### src/rtl/seq_stepper.sv
// ============================================================================
//  Module   : seq_stepper
//  Brief    : Snapshots a packed 16-entry permutation on load and streams the
//             4-bit indices one per valid/ready transfer. Supports one-shot
//             and looping playback, abort, and an end-of-sequence done pulse.
//  Options  : SEQ_STEPPER_PERM_CHECK_EN adds a one-cycle CHECK state that
//             verifies the snapshot is a true permutation of 0..15 and raises
//             a sticky perm_err otherwise.
//  Revision : 1.0 - initial release
// ============================================================================
`timescale 1ns/1ps
`default_nettype none

module seq_stepper #(
  parameter int ELEM_W = 4,
  parameter int N_ELEM = 16
) (
  input  logic                     clk,
  input  logic                     rst_n,
  input  logic [ELEM_W*N_ELEM-1:0] seq_in,
  input  logic                     load,
  input  logic                     loop,
  input  logic                     abort,
  output logic [ELEM_W-1:0]        out_data,
  output logic                     out_valid,
  input  logic                     out_ready,
  output logic                     out_last,
  output logic [3:0]               elem_idx,
  output logic                     busy,
  output logic                     done,
  output logic                     perm_err
);

  localparam logic [3:0] c_LAST_IDX = 4'd15;

  typedef enum logic [1:0] {
    S_IDLE   = 2'd0,
    S_CHECK  = 2'd1,
    S_STREAM = 2'd2,
    S_FIN    = 2'd3
  } state_t;

  state_t                   r_state;
  state_t                   w_state_nxt;
  logic [ELEM_W*N_ELEM-1:0] r_shadow;
  logic [3:0]               r_idx;

  logic w_capture;
  logic w_idx_inc;
  logic w_idx_clr;
  logic w_xfer;

  assign w_xfer = out_valid && out_ready;

`ifdef SEQ_STEPPER_PERM_CHECK_EN
  logic [N_ELEM-1:0] w_seen_mask;
  logic              w_perm_fail;
  logic              r_perm_err;

  // Seen mask: one bit per index value that appears anywhere in the snapshot.
  always_comb begin
    w_seen_mask = '0;
    for (int i = 0; i < N_ELEM; i++) begin
      w_seen_mask[r_shadow[ELEM_W*i +: ELEM_W]] = 1'b1;
    end
  end
`endif

  // State register.
  always_ff @(posedge clk) begin
    if (!rst_n) begin
      r_state <= S_IDLE;
    end else begin
      r_state <= w_state_nxt;
    end
  end

  // Next-state decode and datapath control strobes.
  always_comb begin
    w_state_nxt = r_state;
    w_capture   = 1'b0;
    w_idx_inc   = 1'b0;
    w_idx_clr   = 1'b0;
`ifdef SEQ_STEPPER_PERM_CHECK_EN
    w_perm_fail = 1'b0;
`endif
    case (r_state)
      S_IDLE: begin
        // abort has priority over a simultaneous load
        if (load && !abort) begin
          w_capture = 1'b1;
`ifdef SEQ_STEPPER_PERM_CHECK_EN
          w_state_nxt = S_CHECK;
`else
          w_state_nxt = S_STREAM;
`endif
        end
      end
`ifdef SEQ_STEPPER_PERM_CHECK_EN
      S_CHECK: begin
        if (abort) begin
          w_state_nxt = S_IDLE;
        end else if (&w_seen_mask) begin
          w_state_nxt = S_STREAM;
        end else begin
          w_perm_fail = 1'b1;
          w_state_nxt = S_IDLE;
        end
      end
`endif
      S_STREAM: begin
        // abort wins; any concurrent bus transfer is simply not followed up
        if (abort) begin
          w_state_nxt = S_IDLE;
        end else if (w_xfer) begin
          if (r_idx == c_LAST_IDX) begin
            if (loop) begin
              w_idx_clr = 1'b1;
            end else begin
              w_state_nxt = S_FIN;
            end
          end else begin
            w_idx_inc = 1'b1;
          end
        end
      end
      S_FIN: begin
        w_state_nxt = S_IDLE;
      end
      default: begin
        w_state_nxt = S_IDLE;
      end
    endcase
  end

  // Snapshot and element index registers.
  always_ff @(posedge clk) begin
    if (!rst_n) begin
      r_shadow <= '0;
      r_idx    <= '0;
    end else begin
      if (w_capture) begin
        r_shadow <= seq_in;
        r_idx    <= '0;
      end else if (w_idx_clr) begin
        r_idx    <= '0;
      end else if (w_idx_inc) begin
        r_idx    <= r_idx + 4'd1;
      end
    end
  end

`ifdef SEQ_STEPPER_PERM_CHECK_EN
  // Sticky permutation error: cleared by an accepted load, set by a failed check.
  always_ff @(posedge clk) begin
    if (!rst_n) begin
      r_perm_err <= 1'b0;
    end else if (w_capture) begin
      r_perm_err <= 1'b0;
    end else if (w_perm_fail) begin
      r_perm_err <= 1'b1;
    end
  end

  assign perm_err = r_perm_err;
`else
  assign perm_err = 1'b0;
`endif

  assign out_valid = (r_state == S_STREAM);
  assign out_data  = r_shadow[ELEM_W*r_idx +: ELEM_W];
  assign out_last  = out_valid && (r_idx == c_LAST_IDX);
  assign elem_idx  = r_idx;
  assign busy      = (r_state != S_IDLE);
  assign done      = (r_state == S_FIN);

endmodule

`default_nettype wire

### config.mk
export PLATFORM = sky130hd
export DESIGN_NAME = seq_stepper
export DESIGN_NICKNAME = d
export VERILOG_FILES = /design/src/rtl/seq_stepper.sv
export SDC_FILE = /design/constraint.sdc
export NUM_CORES = 1
export LEC_CHECK = 0
export CORE_MARGIN = 5
export CORE_UTILIZATION = 49
export DETAILED_ROUTE_END_ITERATION = 6
export MAX_ROUTING_LAYER = met4
export PLACE_DENSITY_LB_ADDON = 0.15
export RECOVER_POWER = 100
export SETUP_SLACK_MARGIN = 0.3
export SLEW_MARGIN = 5
export SYNTH_ARGS = -nofsm -noshare
export SYNTH_HDL_FRONTEND = slang
export SYNTH_SLANG_ARGS = --single-unit
### constraint.sdc
create_clock -name clk -period 2.41 [get_ports clk]
set_input_delay 0.723 -clock clk [delete_from_list [all_inputs] [get_ports clk]]
set_output_delay 0.723 -clock clk [all_outputs]
set_load 0.01 [all_outputs]
Yosys cells after proc, flatten, opt, wreduce, memory -nomap -nowiden
Cells that the tools add are included.

Bitwise operators: 1. $add $sub $neg: 1. Shift operators: 1. Equal/unequal tests: 7. Mux-type cells: 17. Reductions and logical operators: 8.

Operator list (number): $shiftx 64x7->4 (1); $mux 1 (11); $mux 2 (5); $ne 3x2->1 const B (2); $add 4x1->4 const B (1); $eq 2x2->1 const B (2); $eq 4x4->1 const B (1); $pmux 2 s2 (1); $reduce_and 4->1 (1); $logic_and 1x1->1 (3); $ne 3x3->1 const B (1); $reduce_or 3->1 (1); $logic_not 2->1 (1); $ne 2x2->1 const B (1); $reduce_bool 2->1 (1); $logic_not 1->1 (1); $not 1->1 (1).

Bits of input ports: 70. Word-level logic and storage cells: 38. Output and inout port bits: 13. Flip-flop bits (word level): 70.

Logic depth before layout (Yosys ltp)
Gate-level depths: netlist of run 1.

Depth after elaboration: 6. Gate-level depth with buffers: 6. Gate-level depth less buffers: 4.

Least setup slack after synthesis of run 1
No wires, ideal clock.

Path type: register -> output. Start point: register r_idx[1], in the netlist elem_idx[1]. End point: output port out_data[0]. Stages on the path, launching flop included: 6. Arrival: 1519 ps. Buffers on the path: 2. Required time: 1687 ps. Path slack: 168 ps. Path through: dfxtp_1 -> buf_4 -> buf_4 -> mux4_2 -> nand3_1 -> nand3_1.

Cells in the longest elaborated chain, start to end: 1.

RTL lines: start, declared (RTL line 46) `logic [3:0] r_idx;`; start signal, assigned (RTL line 148) `r_idx <= r_idx + 4'd1;`; $shiftx 64x7->4 (RTL line 171) `assign out_data = r_shadow[ELEM_W*r_idx +: ELEM_W];`; end, declared (RTL line 24) `output logic [ELEM_W-1:0] out_data,`.

Every way passes these cells.

Final worst setup path of run 1
Start point: register r_idx[1], in the netlist elem_idx[1]. End point: output port out_data[3].

Same word-level chain as after synthesis.

==> metrics.txt, run 1 <==
Remaining Overflow, GRT 0; H-tree Lvls 3; ANT cells 0; CP Capture Type primary output; Static Leak 1.62 nW; final setup vio count 4; Post-synth ARST share 0%; Slew Viols, Final 0; DRT Pass-1 Iters 4; vias in the first global route 2758; worst setup path class flip-flop to primary output; floorplan core area 6390 sq um; top-count cell post-synth nand2_1; largest net degree at the start of global routing 37; CTS Sinks 70; skew final 0.00332 ns; syn avg cell area 8.89 sq um; WP data arrival 1.82 ns; initial core utilization around half; Int Power 0.00205 W; Yosys top cell area share 43.4%; Post-synth EDFFs 0; area grow syn2layout 37.6%; Final ANT Viol Nets 0; Slew Limit Headroom 63.6%; clock share of power 41.8%; Synthesized Nets about 430; die area roughly 8300 sq um; Net count, final 518; CP endpoint out_data[3]; Netlist Area Pre-Place ~3200 sq um; Num CTS Buffers 9; Max clock buf depth 2; first-pass GRT wire length 13200 microns; DP Wirelength 5810 microns; Worst Setup SP elem_idx[1]; R2R depth 5; Worst-Margin Slew approximately 0.54 ns; register bit total from synthesis 70; # placed instances 511; post-route clock period utilization 106%; root buffer cell clkbuf_8; Final min period 2.55 ns; Die X 91.1 microns; initial antenna violation count 0; violated checks negative setup slack; gp weighted congestion roughly 0.84; commonest cells in the netlist 134 x nand2_1, 70 x dfxtp_1, 51 x a21boi_1; Starting DRT DRC Count 165; Max Fclk 393 MHz; clk slew on worst S/H paths 0.07 ns; sequential share of power 47.1%; GR Util All Layers 20.2%; outcome finished with violations; WL/cell 15.4 microns; Net Sw Frac roughly 22%; Pwr Density roughly 600 nW/um^2; via count 2820; cell taking the most area after synthesis dfxtp_1; Most used DFF post-synth dfxtp_1; Worst-Skew Late Latency around 0.34 ns; top cells by area, synth dfxtp_1 43%, nand2_1 16%, a21boi_1 12%; CP Data Required Time 1.69 ns; Core Util, Final 69.5%; share of cells above drive strength 1 15.9%; Max-Cap Viols 0; DRC viols 0; TritonCTS clock tree yes; R2R Setup Slk between 0.5 and 0.6 ns; worst ir drop on vdd 0.000578 V; synth unique cells 31; floorplan die height 91.1 microns; via/cell ratio 5.33; endpoints failing hold 0; Startpoint Class flip-flop; Top Ports 83; Yosys Warn Count 0; RSZ-0062 raised after global routing true; # hold bufs at CTS 0; Fin Hold WS approximately 0.46 ns; post-synthesis sequential area ratio 43.4%; Detailed Route WL 8140 microns; total power 0.00262 W; switching pwr 0.000580 W; HP Class flip-flop to flip-flop; Combinational Power Share roughly 11%; hold path cells 2; R2R Path End r_shadow[8]; reg2reg start r_state[0]; # rows 29; Final WS setup -0.135 ns; largest fanout on the critical path 8; port bufs 81; Non-Filler Instances 529; synthesized instance count 363; dpl ws -0.144 ns
==> layout make-up <==
class	instances	area, sq um
inverters	1	3.75
repair buffers	102	988
fillers	514	1950
well taps	77	96.3
clock inverters	3	65.1
multi-input cells	263	1700
flip-flops and latches	70	1420
clock buffers	13	169
==> power by group through the flow <==
| stage | clock network (W) | logic, W | registers, W |
|---|---|---|---|
| global route | 0.00116 | 0.000319 | 0.00124 |
| global placement | 0 | 0.000296 | 0.00127 |
| detailed placement | 0 | 0.000302 | 0.00127 |
| finish | 0.00110 | 0.000291 | 0.00124 |
| CTS | 0.00111 | 0.000303 | 0.00124 |
| floorplan | 0 | 0.000152 | 0.00125 |
==> layout by cell type, fill, tap and decap left out, types with 4 or more instances in the layout <==
| cell type | count |
|---|---|
| clkdlybuf4s50_1 | 67 |
| a22oi_2 | 4 |
| clkbuf_8 | 12 |
| dfxtp_4 | 4 |
| buf_12 | 4 |
| a21boi_0 | 61 |
| mux4_2 | 16 |
| clkbuf_1 | 4 |
| nand2_1 | 133 |
| nor2b_1 | 4 |
| nor2_1 | 4 |
| dfxtp_1 | 66 |
| dlygate4sd2_1 | 6 |
| nand3_1 | 9 |
| buf_4 | 11 |
==> sequential cells by signal, summed over array words and instances (netlist names) <==
| name | count |
|---|---|
| r_state | 2 |
| elem_idx | 4 |
| r_shadow | 64 |
==> critical path, cell delays in order, from the launching register on <==
cell and delay, ns:
dfxtp_4 0.37, buf_12 0.13, mux4_2 0.51, a22oi_2 0.21
nand3_2 0.12, buf_6 0.14
==> how the worst min path moves through the flow <==
stage          slack (ns)           end    startpoint
3_3_place_gp         0.44  r_shadow[32]  r_shadow[32]
2_1_floorplan        0.43  r_shadow[16]  r_shadow[16]
4_1_cts              0.45  r_shadow[17]  r_shadow[17]
3_5_place_dp         0.45  r_shadow[17]  r_shadow[17]
6_report             0.46  r_shadow[17]  r_shadow[17]
5_1_grt              0.48  r_shadow[15]  r_shadow[15]
==> metrics by stage <==
step / cell area (sq um) / setup TNS, ns
floorplan: 3230 / 0
global placement: 4170 / -0.324
detailed placement: 4170 / -0.474
CTS: 4440 / -0.531
global route: 4440 / -0.755
finish: 4440 / -0.448
==> metal layers <==
metal | wire [microns] | up-vias | track usage, %
li1 | - | 1397 | -
met1 | 3660 | 1326 | 26.1
met2 | 3900 | 93 | 31.1
met3 | 514 | 4 | 5.79
met4 | 58 | 0 | 5.99
met5 | 0 | - | -
==> cell families (layout without fill, tap and decap cells) <==
kind of cell / after synthesis / after routing / synth area share [%]
compound gates: 76 / 76 / 17.1
fa+ha+maj: 1 / 1 / 0.388
buf+inv: 30 / 119 / 5.47
flops: 70 / 70 / 43.4
mux: 16 / 16 / 11.2
other cells: 1 / 1 / 0.116
simple gates: 169 / 169 / 22.3
==> repair_timing <==
action | in CTS | in global routing
setup endpoints to repair | 12 | 23
pin swaps | 5 | 3
gates cloned | 0 | 0
gates resized for setup | 43 | 8
buffers inserted | 2 | 0
(Power assumes the default switching activity.)
==> run 2: changes to the inputs <==
- ABC_AREA: unset -> 0
- CORE_UTILIZATION: 49 -> 50
- GPL_TIMING_DRIVEN: unset -> 0
- clock period: 2.41 -> 3.1 ns (I/O delays scaled with it)
==> run 2 against run 1 <==
  * The run now ends clean
  * First-iteration DRC count up 15%
  * Final area increased by 0.87%
  * Non-clock buffer count grew 13
  * Wire length increased by 6.7%
  * Cell count increased by 2.5%
  * Critical path depth increased by 2
  * Setup slack better by 0.31 ns
  * Combinational power decreased by 20%
  * Register-to-register slack gained 0.64 ns
  * Count of clock-buffer cells in the layout shrank 3
  * Clock power shrank 16%
==> metrics.txt, run 2 (synthesis results as in run 1) <==
worst ir drop on vdd 0.000302 V (was 0.000578 V); CP cell instances buf_8 -> buf_12 -> buf_6 -> mux4_2 -> nand2_2 -> nand3_2 -> buf_6 (was buf_12 -> mux4_2 -> a22oi_2 -> nand3_2 -> buf_6); most common cell after layout, fill and taps aside nand2_1 (unchanged); port bufs 80 (was 81); largest fanout on the critical path 7 (was 8); Pwr Density 474 nW/um^2 (was 591 nW/um^2); vias in the first global route 2825 (was 2758); switching pwr 0.000485 W (was 0.000580 W); RSZ-0062 raised after global routing true (unchanged); Startpoint Class flip-flop (unchanged); Fin Hold WS 0.463 ns (was 0.465 ns); Num CTS Buffers 9 (unchanged); Max-Cap Viols 0 (unchanged); hold path cells 2 (unchanged); area grow syn2layout 38.8% (was 37.6%); ANT cells 0 (unchanged); post-route clock period utilization 94.5%; share of cells above drive strength 1 13.8% (was 15.9%); Biggest register r_shadow (unchanged); reg2reg start r_state[1] (was r_state[0]); DP Wirelength 6270 microns (was 5810 microns); # rows 29 (unchanged); Worst-Skew Late Latency 0.35 ns (was 0.34 ns); total power 0.00212 W (was 0.00262 W); HP Class flip-flop to flip-flop (unchanged); Final Instance Area 4480 sq um (was 4440 sq um); skew final 0.00659 ns (was 0.00332 ns); endpoints failing hold 0 (unchanged); clock share of power 43.7% (was 41.8%); clk slew on worst S/H paths 0.08 ns (was 0.07 ns); GR Util All Layers 22.4% (was 20.2%); Worst-Margin Slew 0.582 ns (was 0.539 ns); Net Sw Frac 22.8% (was 22.1%); R2R Setup Slk 1.17 ns (was 0.53 ns); Die X 90.3 microns (was 91.1 microns); # hold bufs at CTS 0 (unchanged); R2R depth 5 (unchanged); most used cell, CP buf_6; via/cell ratio 5.33 (about the same); initial antenna violation count 0 (unchanged); gp weighted congestion 0.872 (was 0.836); Slew Viols, Final 0 (unchanged); hold worst-path end r_shadow[62] (was r_shadow[17]); CP delay by family, top buffers and inverters (was multiplexers); Static Leak 1.64 nW (was 1.62 nW); Int Power 0.00164 W (was 0.00205 W); outcome complete, no violations (was finished with violations); most frequent cells in the layout 131 x nand2_1, 70 x dfxtp_1, 68 x clkdlybuf4s50_1, 59 x a21boi_0, 17 x clkbuf_1 (was 133 x nand2_1, 67 x clkdlybuf4s50_1, 66 x dfxtp_1, 61 x a21boi_0, 16 x mux4_2); WP data arrival 2.00 ns (was 1.82 ns); die area 8160 sq um (was 8310 sq um); root buffer cell clkbuf_8 (unchanged); Final min period 2.93 ns; max FFs per register 64 (unchanged); floorplan core area 6310 sq um (was 6390 sq um); Starting DRT DRC Count 189 (was 165); CP Data Required Time 2.17 ns (was 1.69 ns); first-pass GRT wire length 14100 microns (was 13200 microns); WL/cell 16.0 microns (was 15.4 microns); final setup vio count 0 (was 4); crit path max-delay cell type mux4_2 (unchanged); Combinational Power Share 11.0% (was 11.1%); DP Area 4120 sq um (was 4170 sq um); DRT Pass-1 Iters 4 (unchanged); initial core utilization 51.1% (was 50.5%); floorplan die height 90.3 microns (was 91.1 microns); CP bufs+invs 4 (was 2); CTS Sinks 70 (unchanged); Slew Limit Headroom 61.2% (was 63.6%); H-tree Lvls 3 (unchanged); Top Ports 83 (unchanged); Max clock buf depth 2 (unchanged); CP Capture Type primary output (unchanged); Final ANT Viol Nets 0 (unchanged); TritonCTS clock tree yes (unchanged); sequential share of power 45.3% (was 47.1%); via count 2889 (was 2820); setup TNS 0 ns (was -0.448 ns); Hold Path Origin r_shadow[62] (was r_shadow[17]); Detailed Route WL 8680 microns (was 8140 microns); R2R Path End r_shadow[4] (was r_shadow[8]); Max Fclk 341 MHz; CP peak stage delay 0.50 ns (was 0.51 ns); DRC viols 0 (unchanged); Remaining Overflow, GRT 0 (unchanged); largest net degree at the start of global routing 14 (was 37); worst setup path class flip-flop to primary output (unchanged); Net count, final 531 (was 518)
## run 2: cell count changes in the layout (fill, tap and decap cells not counted), moves of 3 or more
cell | before | now
dfxtp_1 | 66 | 70
buf_4 | 11 | 4
dlygate4sd2_1 | 6 | 1
buf_12 | 4 | 1
clkbuf_1 | 4 | 17
dfxtp_4 | 4 | 0
dlygate4sd3_1 | 2 | 7
buf_2 | 3 | 7
## run 2: layer usage
metal	vias to the layer above	global-route usage, %	part of all wire [%]
li1	1432	-	-
met1	1359	30.2	47
met2	85	33.7	46
met3	13	4.33	4.7
met4	0	7.82	1.6
met5	-	-	0
## run 2: metrics by stage
stage / utilization, % / worst slack (ns) / std cells
finish: 70.9 / 0.171 / 542
floorplan: - / 0.651 / 363
detailed placement: 65.3 / 0.0704 / 520
global route: 70.9 / 0.103 / 542
CTS: 70.9 / 0.246 / 541
global placement: 65.3 / 0.0740 / 520
## run 2: what timing repair did
item | CTS | global route
buffers inserted | 4 | 1
pin swaps | 1 | 1
resized for setup | 35 | 10
cloned | 1 | 0
endpoints found under the setup margin | 5 | 4
## run 2: worst max-delay path by stage
stage	from	end	cells after the start
after global placement	elem_idx[1]	out_data[0]	6
after floorplan	elem_idx[1]	out_data[0]	5
after detailed placement	elem_idx[1]	out_data[0]	6
after global routing	elem_idx[1]	out_data[2]	7
after CTS	elem_idx[1]	out_data[2]	7
final	elem_idx[1]	out_data[3]	7
## run 2: layout make-up
class                           count  area, sq um
Buffer                             29          169
Clock buffer                       10          138
Clock inverter                      6          116
Fill cell                         508         1840
Inverter                            1         3.75
Multi-Input combinational cell    263         1690
Sequential cell                    70         1400
Tap cell                           77         96.3
Timing Repair Buffer               86          867
## run 2: power by group through the flow
| stage | Combinational, W | Clock (W) | Sequential (W) |
|---|---|---|---|
| after CTS | 0.000245 | 0.000936 | 0.000959 |
| final | 0.000234 | 0.000928 | 0.000961 |
| after detailed placement | 0.000243 | 0 | 0.000981 |
| after global routing | 0.000257 | 0.000984 | 0.000965 |
| after floorplan | 0.000118 | 0 | 0.000972 |
| after global placement | 0.000239 | 0 | 0.000979 |
## run 2: worst register-to-register path, stage by stage (launching register included)
cell	delay [ns]
dfxtp_1	0.44
or4b_1	0.17
clkbuf_1	0.46
clkbuf_1	0.48
nand2_1	0.11
a21boi_0	0.20
